[config.mk]
export PLATFORM = sky130hd
export DESIGN_NAME = mss_fabric_reset_sequencer
export DESIGN_NICKNAME = d
export VERILOG_FILES = /design/src/rtl/mss_fabric_reset_sequencer.sv
export SDC_FILE = /design/constraint.sdc
export NUM_CORES = 1
export LEC_CHECK = 0
export CAP_MARGIN = 20
export CORE_MARGIN = 4
export CORE_UTILIZATION = 54
export CTS_BUF_LIST = sky130_fd_sc_hd__clkbuf_4 sky130_fd_sc_hd__clkbuf_8
export DETAILED_ROUTE_END_ITERATION = 12
export PLACE_DENSITY = 0.81
export SYNTH_ARGS = -nofsm -noshare
export SYNTH_HDL_FRONTEND = slang
export SYNTH_SLANG_ARGS = --single-unit
[constraint.sdc]
create_clock -name clk_i -period 4.1 [get_ports clk_i]
set_clock_uncertainty 0.1 [all_clocks]
set_input_delay 1.025 -clock clk_i [delete_from_list [all_inputs] [get_ports clk_i]]
set_output_delay 1.025 -clock clk_i [all_outputs]
set_load 0.02 [all_outputs]
[src/rtl/mss_fabric_reset_sequencer.sv]
// ---------------------------------------------------------------------------
// mss_fabric_reset_sequencer
//
// Fabric-side consumer of the MSS reset / CPU PLL lock signals. Waits until
// device init, MSS reset release and CPU PLL lock have all been stable for
// STABLE_CYCLES, then releases the fabric reset domains one by one, STAGE_GAP
// cycles apart. Loss of PLL lock after sequencing has started is latched as a
// FAULT until the MSS reasserts its reset. A status LED shows the phase:
// off while idle, slow blink while sequencing, fast blink on fault, on in RUN.
//
// Ports
//   clk_i               fabric clock, rising edge
//   rst_i               asynchronous active-high reset
//   device_init_done_i  init monitor done (asynchronous to clk_i)
//   mss_reset_n_m2f_i   MSS reset to fabric, active low (asynchronous)
//   pll_cpu_lock_m2f_i  MSS CPU PLL lock (asynchronous)
//   fabric_reset_n_o    staged fabric resets, active low, bit 0 first
//   ready_o             all stages released
//   fault_o             PLL lock lost after sequencing started (sticky)
//   led_o               status indicator
// ---------------------------------------------------------------------------
module mss_fabric_reset_sequencer #(
    parameter int unsigned STABLE_CYCLES = 1024,
    parameter int unsigned STAGES        = 3,
    parameter int unsigned STAGE_GAP     = 64,
    parameter int unsigned BLINK_DIV     = 25000000
) (
    input  logic              clk_i,
    input  logic              rst_i,
    input  logic              device_init_done_i,
    input  logic              mss_reset_n_m2f_i,
    input  logic              pll_cpu_lock_m2f_i,
    output logic [STAGES-1:0] fabric_reset_n_o,
    output logic              ready_o,
    output logic              fault_o,
    output logic              led_o
);

    localparam int unsigned STAB_W  = $clog2(STABLE_CYCLES);
    localparam int unsigned GAP_W   = $clog2(STAGE_GAP) + 1;
    localparam int unsigned BLINK_W = $clog2(BLINK_DIV);

    localparam logic [STAB_W-1:0]  STAB_LAST       = STAB_W'(STABLE_CYCLES - 1);
    localparam logic [GAP_W-1:0]   GAP_LAST        = GAP_W'(STAGE_GAP - 1);
    localparam logic [BLINK_W-1:0] BLINK_SLOW_LAST = BLINK_W'(BLINK_DIV - 1);
    localparam logic [BLINK_W-1:0] BLINK_FAST_LAST = BLINK_W'((BLINK_DIV / 4) - 1);
    localparam logic [STAGES-1:0]  STAGE_FIRST     = STAGES'(1);
    localparam logic [STAGES-1:0]  STAGE_ALL       = {STAGES{1'b1}};
    localparam logic [STAGES-1:0]  STAGE_NONE      = {STAGES{1'b0}};

    typedef enum logic [2:0] {
        S_WAIT_INIT   = 3'd0,
        S_WAIT_STABLE = 3'd1,
        S_RELEASE     = 3'd2,
        S_RUN         = 3'd3,
        S_FAULT       = 3'd4
    } state_t;

    // Synchronizer stages, packed as {init, rstn, lock}
    logic [2:0]         meta_q;
    logic [2:0]         sync_q;

    state_t             state_q,  state_d;
    logic [STAB_W-1:0]  stab_q,   stab_d;
    logic [GAP_W-1:0]   gap_q,    gap_d;
    logic [BLINK_W-1:0] blink_q,  blink_d;
    logic [STAGES-1:0]  frn_q,    frn_d;
    logic               ready_q,  ready_d;
    logic               fault_q,  fault_d;
    logic               led_q,    led_d;

    logic               init_s;
    logic               rstn_s;
    logic               lock_s;
    logic               qual_s;
    logic [STAGES-1:0]  frn_next_stage_s;

    assign init_s = sync_q[2];
    assign rstn_s = sync_q[1];
    assign lock_s = sync_q[0];
    assign qual_s = init_s & rstn_s & lock_s;

    // Release pattern with one more stage set; bits fill from bit 0 upwards
    assign frn_next_stage_s = (frn_q << 1) | STAGE_FIRST;

    assign fabric_reset_n_o = frn_q;
    assign ready_o          = ready_q;
    assign fault_o          = fault_q;
    assign led_o            = led_q;

    // Two-flop synchronizers for the three asynchronous qualifiers
    always_ff @(posedge clk_i or posedge rst_i) begin
        if (rst_i) begin
            meta_q <= 3'b000;
            sync_q <= 3'b000;
        end else begin
            meta_q <= {device_init_done_i, mss_reset_n_m2f_i, pll_cpu_lock_m2f_i};
            sync_q <= meta_q;
        end
    end

    // State, counters and registered outputs
    always_ff @(posedge clk_i or posedge rst_i) begin
        if (rst_i) begin
            state_q <= S_WAIT_INIT;
            stab_q  <= {STAB_W{1'b0}};
            gap_q   <= {GAP_W{1'b0}};
            blink_q <= {BLINK_W{1'b0}};
            frn_q   <= STAGE_NONE;
            ready_q <= 1'b0;
            fault_q <= 1'b0;
            led_q   <= 1'b0;
        end else begin
            state_q <= state_d;
            stab_q  <= stab_d;
            gap_q   <= gap_d;
            blink_q <= blink_d;
            frn_q   <= frn_d;
            ready_q <= ready_d;
            fault_q <= fault_d;
            led_q   <= led_d;
        end
    end

    // Sequencer next-state, counters and reset/ready/fault outputs
    always_comb begin
        state_d = state_q;
        stab_d  = stab_q;
        gap_d   = gap_q;
        frn_d   = frn_q;
        ready_d = ready_q;
        fault_d = fault_q;

        case (state_q)
            S_WAIT_INIT: begin
                frn_d   = STAGE_NONE;
                ready_d = 1'b0;
                fault_d = 1'b0;
                stab_d  = {STAB_W{1'b0}};
                if (qual_s) begin
                    state_d = S_WAIT_STABLE;
                end else begin
                    state_d = S_WAIT_INIT;
                end
            end

            S_WAIT_STABLE: begin
                if (!qual_s) begin
                    state_d = S_WAIT_INIT;
                    stab_d  = {STAB_W{1'b0}};
                    frn_d   = STAGE_NONE;
                    ready_d = 1'b0;
                end else if (stab_q == STAB_LAST) begin
                    gap_d = {GAP_W{1'b0}};
                    // A single-stage build has nothing left to stage: go straight to RUN
                    if (STAGES == 1) begin
                        state_d = S_RUN;
                        frn_d   = STAGE_ALL;
                        ready_d = 1'b1;
                    end else begin
                        state_d = S_RELEASE;
                        frn_d   = STAGE_FIRST;
                        ready_d = 1'b0;
                    end
                end else if (stab_q != {STAB_W{1'b1}}) begin
                    stab_d = stab_q + STAB_W'(1);
                end else begin
                    stab_d = stab_q;
                end
            end

            S_RELEASE: begin
                if (!rstn_s || !init_s) begin
                    state_d = S_WAIT_INIT;
                    frn_d   = STAGE_NONE;
                    ready_d = 1'b0;
                end else if (!lock_s) begin
                    state_d = S_FAULT;
                    frn_d   = STAGE_NONE;
                    ready_d = 1'b0;
                    fault_d = 1'b1;
                end else if (gap_q == GAP_LAST) begin
                    gap_d = {GAP_W{1'b0}};
                    frn_d = frn_next_stage_s;
                    // The edge that releases the last stage also declares READY
                    if (frn_next_stage_s[STAGES-1]) begin
                        state_d = S_RUN;
                        ready_d = 1'b1;
                    end else begin
                        state_d = S_RELEASE;
                    end
                end else if (gap_q != {GAP_W{1'b1}}) begin
                    gap_d = gap_q + GAP_W'(1);
                end else begin
                    gap_d = gap_q;
                end
            end

            S_RUN: begin
                frn_d   = STAGE_ALL;
                ready_d = 1'b1;
                // MSS reset / init loss outranks lock loss on the same cycle
                if (!rstn_s || !init_s) begin
                    state_d = S_WAIT_INIT;
                    frn_d   = STAGE_NONE;
                    ready_d = 1'b0;
                end else if (!lock_s) begin
                    state_d = S_FAULT;
                    frn_d   = STAGE_NONE;
                    ready_d = 1'b0;
                    fault_d = 1'b1;
                end else begin
                    state_d = S_RUN;
                end
            end

            S_FAULT: begin
                frn_d   = STAGE_NONE;
                ready_d = 1'b0;
                // Sticky even if lock comes back; only an MSS reset clears it
                if (!rstn_s) begin
                    state_d = S_WAIT_INIT;
                    fault_d = 1'b0;
                end else begin
                    state_d = S_FAULT;
                    fault_d = 1'b1;
                end
            end

            default: begin
                state_d = S_WAIT_INIT;
                stab_d  = {STAB_W{1'b0}};
                gap_d   = {GAP_W{1'b0}};
                frn_d   = STAGE_NONE;
                ready_d = 1'b0;
                fault_d = 1'b0;
            end
        endcase
    end

    // Status LED: every state change restarts the pattern from LED off
    always_comb begin
        blink_d = blink_q;
        led_d   = led_q;

        if (state_d != state_q) begin
            blink_d = {BLINK_W{1'b0}};
            led_d   = (state_d == S_RUN);
        end else begin
            case (state_q)
                S_WAIT_STABLE, S_RELEASE: begin
                    if (blink_q == BLINK_SLOW_LAST) begin
                        blink_d = {BLINK_W{1'b0}};
                        led_d   = ~led_q;
                    end else begin
                        blink_d = blink_q + BLINK_W'(1);
                    end
                end
                S_FAULT: begin
                    if (blink_q == BLINK_FAST_LAST) begin
                        blink_d = {BLINK_W{1'b0}};
                        led_d   = ~led_q;
                    end else begin
                        blink_d = blink_q + BLINK_W'(1);
                    end
                end
                S_RUN: begin
                    blink_d = {BLINK_W{1'b0}};
                    led_d   = 1'b1;
                end
                default: begin
                    blink_d = {BLINK_W{1'b0}};
                    led_d   = 1'b0;
                end
            endcase
        end
    end

endmodule

### Word-level counts from Yosys, hierarchy flattened

Index checks and enable logic that the tools add are counted.

* bits in writable memories: 0
* ROM bits: 0
* memories: 0
* flip-flop bits (word level): 57
* input bits: 5
* latch bits: 0
* logic and storage cells: 110
* output and inout bits: 6

* bitwise gates (word level): 6
* divide/modulo/power cells: 0
* reduce and logical (&&, ||, !) cells: 14
* $add $sub $neg: 3
* mux-type cells: 51
* multipliers: 0
* equality and inequality tests: 26
* shift-type cells: 0
* order comparisons: 0

Operators by type and width (number)
* $mux 25: 3
* $pmux 25 s2: 1
* $mux 3: 15
* $mux 7: 6
* $mux 10: 3
* $add 25x1->25 const B: 1
* $eq 25x23->1 const B: 1
* $eq 25x25->1 const B: 1
* $pmux 7 s3: 1
* $pmux 10 s2: 1
* $ne 3x3->1 const B: 6
* $mux 1: 16
* $pmux 3 s5: 1
* $ne 2x2->1 const B: 6
* $add 10x1->10 const B: 1
* $eq 10x10->1 const B: 1
* $ne 10x10->1 const B: 1
* $eq 3x2->1 const B: 3
* $pmux 1 s3: 3
* $pmux 3 s3: 1
* $reduce_and 3->1: 3
* $ne 4x4->1 const B: 2
* $add 7x1->7 const B: 1
* $eq 7x6->1 const B: 1
* 13 further kinds: 21

### Logic depth before layout (Yosys ltp)

* word-level depth: 8
* depth in mapped cells: 7
* gate-level depth less buffers: 6

### Worst setup path after synthesis

No wires, ideal clock.

* path type: register -> register
* start point: reg blink_q[6]
* end point: reg blink_q[16]
* library setup time: 0.119 ns
* period minus slack after synthesis: 2.174 ns
* slack: 1.926 ns
* stages on the path, launching flop included: 7
* required time: 3.881 ns
* path buffers: 1
* data arrival time: 1.955 ns
* cells stage by stage: dfrtp_1 or4b_4 nor4_4 a21oi_2 o211ai_4 buf_6 nor2_1

* longest elaborated chain between the ends: 4
* elaborated cells on any way between the ends: 7
* classes of those cells: add/sub: 1; eq/ne: 2; mux: 4

RTL lines
* from (decl): RTL line 66 `logic [BLINK_W-1:0] blink_q, blink_d;`
* from (signal assigned): RTL line 108 `blink_q <= {BLINK_W{1'b0}};`
* from (signal assigned): RTL line 117 `blink_q <= blink_d;`
* $add 25x1->25 (tied with other cells): RTL line 256, 264
* $mux 25 (on tied branches): RTL line 260, 252
* $pmux 25 s2 (*): RTL line 250 `case (state_q)`
* $mux 25 (*): RTL line 246 `if (state_d != state_q) begin`
* net blink_d[16]: RTL line 66

The timed path passes the listed nets; every way through them passes the cells marked *.
A chain may end at the register's enable or synchronous reset.

### Worst setup path in the final report

* start point: reg led_q, in the netlist led_o
* end point: out led_o

RTL lines
* from (decl): RTL line 70 `logic led_q, led_d;`
* from (signal assigned): RTL line 121 `led_q <= led_d;`
* to (decl): RTL line 36 `output logic led_o`

No word-level cell between the ends.

==> results.sh <==
export IMPL_syn_inst=320
export IMPL_syn_nets=328
export IMPL_synth_top_area_share_pct=47.09
export IMPL_p_int_mw=0.8547
export IMPL_ios=11
export IMPL_final_cell_mix="dfrtp_1, nor2_1, nand2_1, nand3_1, xnor2_1"
export IMPL_ys_flop_type="dfrtp_1"
export IMPL_grt_pass1_vias=2387
export IMPL_pre_cts_slack_ns=1.505
export IMPL_wire_per_inst_um=15.19
export IMPL_setup_ws_ns=1.519
export IMPL_via_per_inst=6.025
export IMPL_detail_route_antenna_nets=0
export IMPL_hold_violations=0
export IMPL_grt_usage_pct=19.08
export IMPL_clk_path_buf_depth=2
export IMPL_hold_path_class="flip-flop to flip-flop"
export IMPL_tightestPinTransition_ns=0.6564
export IMPL_irDropWorstVdd_uv=261.7
export IMPL_area_growth_pct=11.23
export IMPL_overflow=0
export IMPL_synth_seq_cells=57
export IMPL_postCtsHoldBufs=0
export IMPL_die_w_um=82.90
export IMPL_nFillCells=462
export IMPL_layout_drive_gt1_share_pct=8.036
export IMPL_synth_area_mm2=0.003029
export IMPL_finalCritPeriodShare_pct=62.96
export IMPL_portBuffers=10
export IMPL_reg2reg_slack_ns=1.54
export IMPL_switching_power_mw=0.2645
export IMPL_max_stage_delay_ns=0.65
export IMPL_hpwl_mm=4.303
export IMPL_cts_resized_gates=0
export IMPL_finalSetupViolCount=0
export IMPL_cts_sinks=57
export IMPL_critPathTopFamily="buffers and inverters"
export IMPL_hp_start="meta_q[2]"
export IMPL_timing_final_max_slew_violations=0
export IMPL_routed_wl_mm=6.196
export IMPL_worstPathMaxFanout=7
export IMPL_die_y_um=82.90
export IMPL_utilization_pct=61.57
export IMPL_p_sw_share_pct=23.64
export IMPL_timing_rr_start="blink_q[6]"
export IMPL_ys_seq_area_share_pct=47.09
export IMPL_cp_required_ns=2.97
export IMPL_path_clk_slew_ns=0.07
export IMPL_cp_start_kind="flip-flop"
export IMPL_fmax_mhz=387.4
export IMPL_drt_iter0_drc=204
export IMPL_cp_depth=1
export IMPL_n_antenna_cell=0
export IMPL_cts_setup_buffers=0
export IMPL_slew_headroom_pct=56.03
export IMPL_rsz0062_at_grt="no"
export IMPL_yosys_warnings=0
export IMPL_drc=0
export IMPL_dieArea_mm2=0.006872
export IMPL_p_comb_share_pct=2.8
export IMPL_end_kind="output port"
export IMPL_cts_tree="done"
export IMPL_clk_latency_ns=0.35
export IMPL_p_leak_nw=1.311
export IMPL_cp_arrival_ns=1.46
export IMPL_dr_total_vias=2458
export IMPL_hold_path_end="sync_q[2]"
export IMPL_final_common_cell="dfrtp_1"
export IMPL_status="finished, final reports clean"
export IMPL_synth_area_top_cells="dfrtp_1, nor2_1, xnor2_1"
export IMPL_p_clk_share_pct=46.0
export IMPL_grt_pass1_wl_mm=10.76
export IMPL_synth_cell_types=54
export IMPL_path_buf_inv=1
export IMPL_synthArstFlopShare_pct=100.0
export IMPL_critical_path_class="flip-flop to output port"
export IMPL_grt_max_degree=33
export IMPL_multi_input_area_mm2=0.001486
export IMPL_initial_core_util_pct=55.35
export IMPL_fin_tns_setup_ns=0
export IMPL_num_rows=27
export IMPL_gp_congestion=0.8483
export IMPL_cts_made_buffers=9
export IMPL_reg2regPathDepth=5
export IMPL_antenna_found_initial=0
export IMPL_synth_avg_cell_area_um2=9.466
export IMPL_h_tree_depth=3
export IMPL_power_density_mw_per_mm2=332.2
export IMPL_cts_root_buf="clkbuf_8"
export IMPL_drv_cap=0
export IMPL_slowest_stage="clkdlybuf4s50_1"
export IMPL_synth_area_leader_cell="dfrtp_1"
export IMPL_seq_power_share_pct=51.2
export IMPL_firstDrtPassIters=5
export IMPL_final_min_clock_period_ns=2.581
export IMPL_crit_chain="clkdlybuf4s50_1"
export IMPL_fin_nets=339
export IMPL_min_delay_path_depth=0
export IMPL_core_mm2=0.005473
export IMPL_ff_latch_area_mm2=0.001426
export IMPL_synth_edf_count=0
export IMPL_r2r_end="blink_q[20]"
==> state kept, by name (all words and copies together), names as in the netlist <==
name,flops
sync_q,3
state_q,3
fabric_reset_n_o,3
blink_q,25
led_o,1
gap_q,7
fault_o,1
meta_q,3
stab_q,10
ready_o,1
==> logic make-up after synthesis <==
logic type | count (synthesis) | share of synthesized area [%]
compound gates | 56 | 13.43
xor+xnor | 25 | 7.228
fa+ha+maj | 3 | 1.239
buf+inv | 27 | 3.841
flops | 57 | 47.09
mux | 2 | 0.6609
simple gates | 150 | 26.52
==> layout make-up <==
| type | instances | area share [%] |
|---|---|---|
| Clock buffer | 9 | 3.676 |
| Clock inverter | 7 | 2.117 |
| Inverter | 15 | 1.671 |
| Multi-Input combinational cell | 236 | 44.11 |
| Sequential cell | 57 | 42.33 |
| Tap cell | 72 | 2.674 |
| Timing Repair Buffer | 12 | 3.416 |
==> stage by stage <==
step           hold slack [ns]  area, um^2  total power [mW]  instances
6_report                0.2550        3369             1.119        408
5_1_grt                 0.2669        3369             1.162        408
4_1_cts                 0.2572        3369             1.131        408
3_5_place_dp            0.2413        3174            0.6162        392
3_3_place_gp            0.2340        3174            0.6152        392
2_1_floorplan           0.2312        3029            0.6057        320
==> routing by layer <==
| layer | track usage [%] | vias up | wire length (um) |
|---|---|---|---|
| met2 | 31.92 | 61 | 3063 |
| met5 | 0 | - | 0 |
| met3 | 6.052 | 15 | 269 |
| met1 | 22.60 | 1202 | 2723 |
| li1 | - | 1180 | - |
| met4 | 8.024 | 0 | 139 |
==> worst max path at each step <==
stage	start	to	slack, ns
after floorplan	rst_i	blink_q[0]	1.58
after global placement	blink_q[6]	blink_q[4]	1.59
after detailed placement	blink_q[6]	blink_q[2]	1.51
after CTS	blink_q[6]	blink_q[2]	1.50
after global routing	blink_q[0]	blink_q[9]	1.30
final	led_o	led_o	1.52
==> Yosys cell counts, types with 2 or more instances <==
cell and number:
nand3_1 18, mux2i_1 2, and4b_1 3, a21oi_2 2, ha_1 3, a21oi_1 6, inv_1 15, nand2_1 30
nor3b_1 3, and4_1 3, dfrtp_1 57, or3_1 4, nand4b_1 2, nor4_1 3, xor2_1 9, o31ai_1 5
nor2_1 39, a41oi_1 3, clkbuf_1 9, xnor2_1 16, o21a_1 3, or4bb_1 2, nand4_1 5, nor3_1 12
o211ai_1 4, and3_1 10, a31oi_1 5, buf_6 2, nand2b_1 5, o21ai_0 11, a211o_1 2, or4_1 5
==> power by group through the flow <==
stage	sequential (mW)	combinational (mW)	clock (mW)
6_report	0.573	0.0316	0.515
5_1_grt	0.573	0.0363	0.553
4_1_cts	0.573	0.0327	0.525
3_5_place_dp	0.583	0.0328	0
3_3_place_gp	0.583	0.0322	0
2_1_floorplan	0.580	0.0256	0
Note: power is estimated with default switching activity, not from simulation.
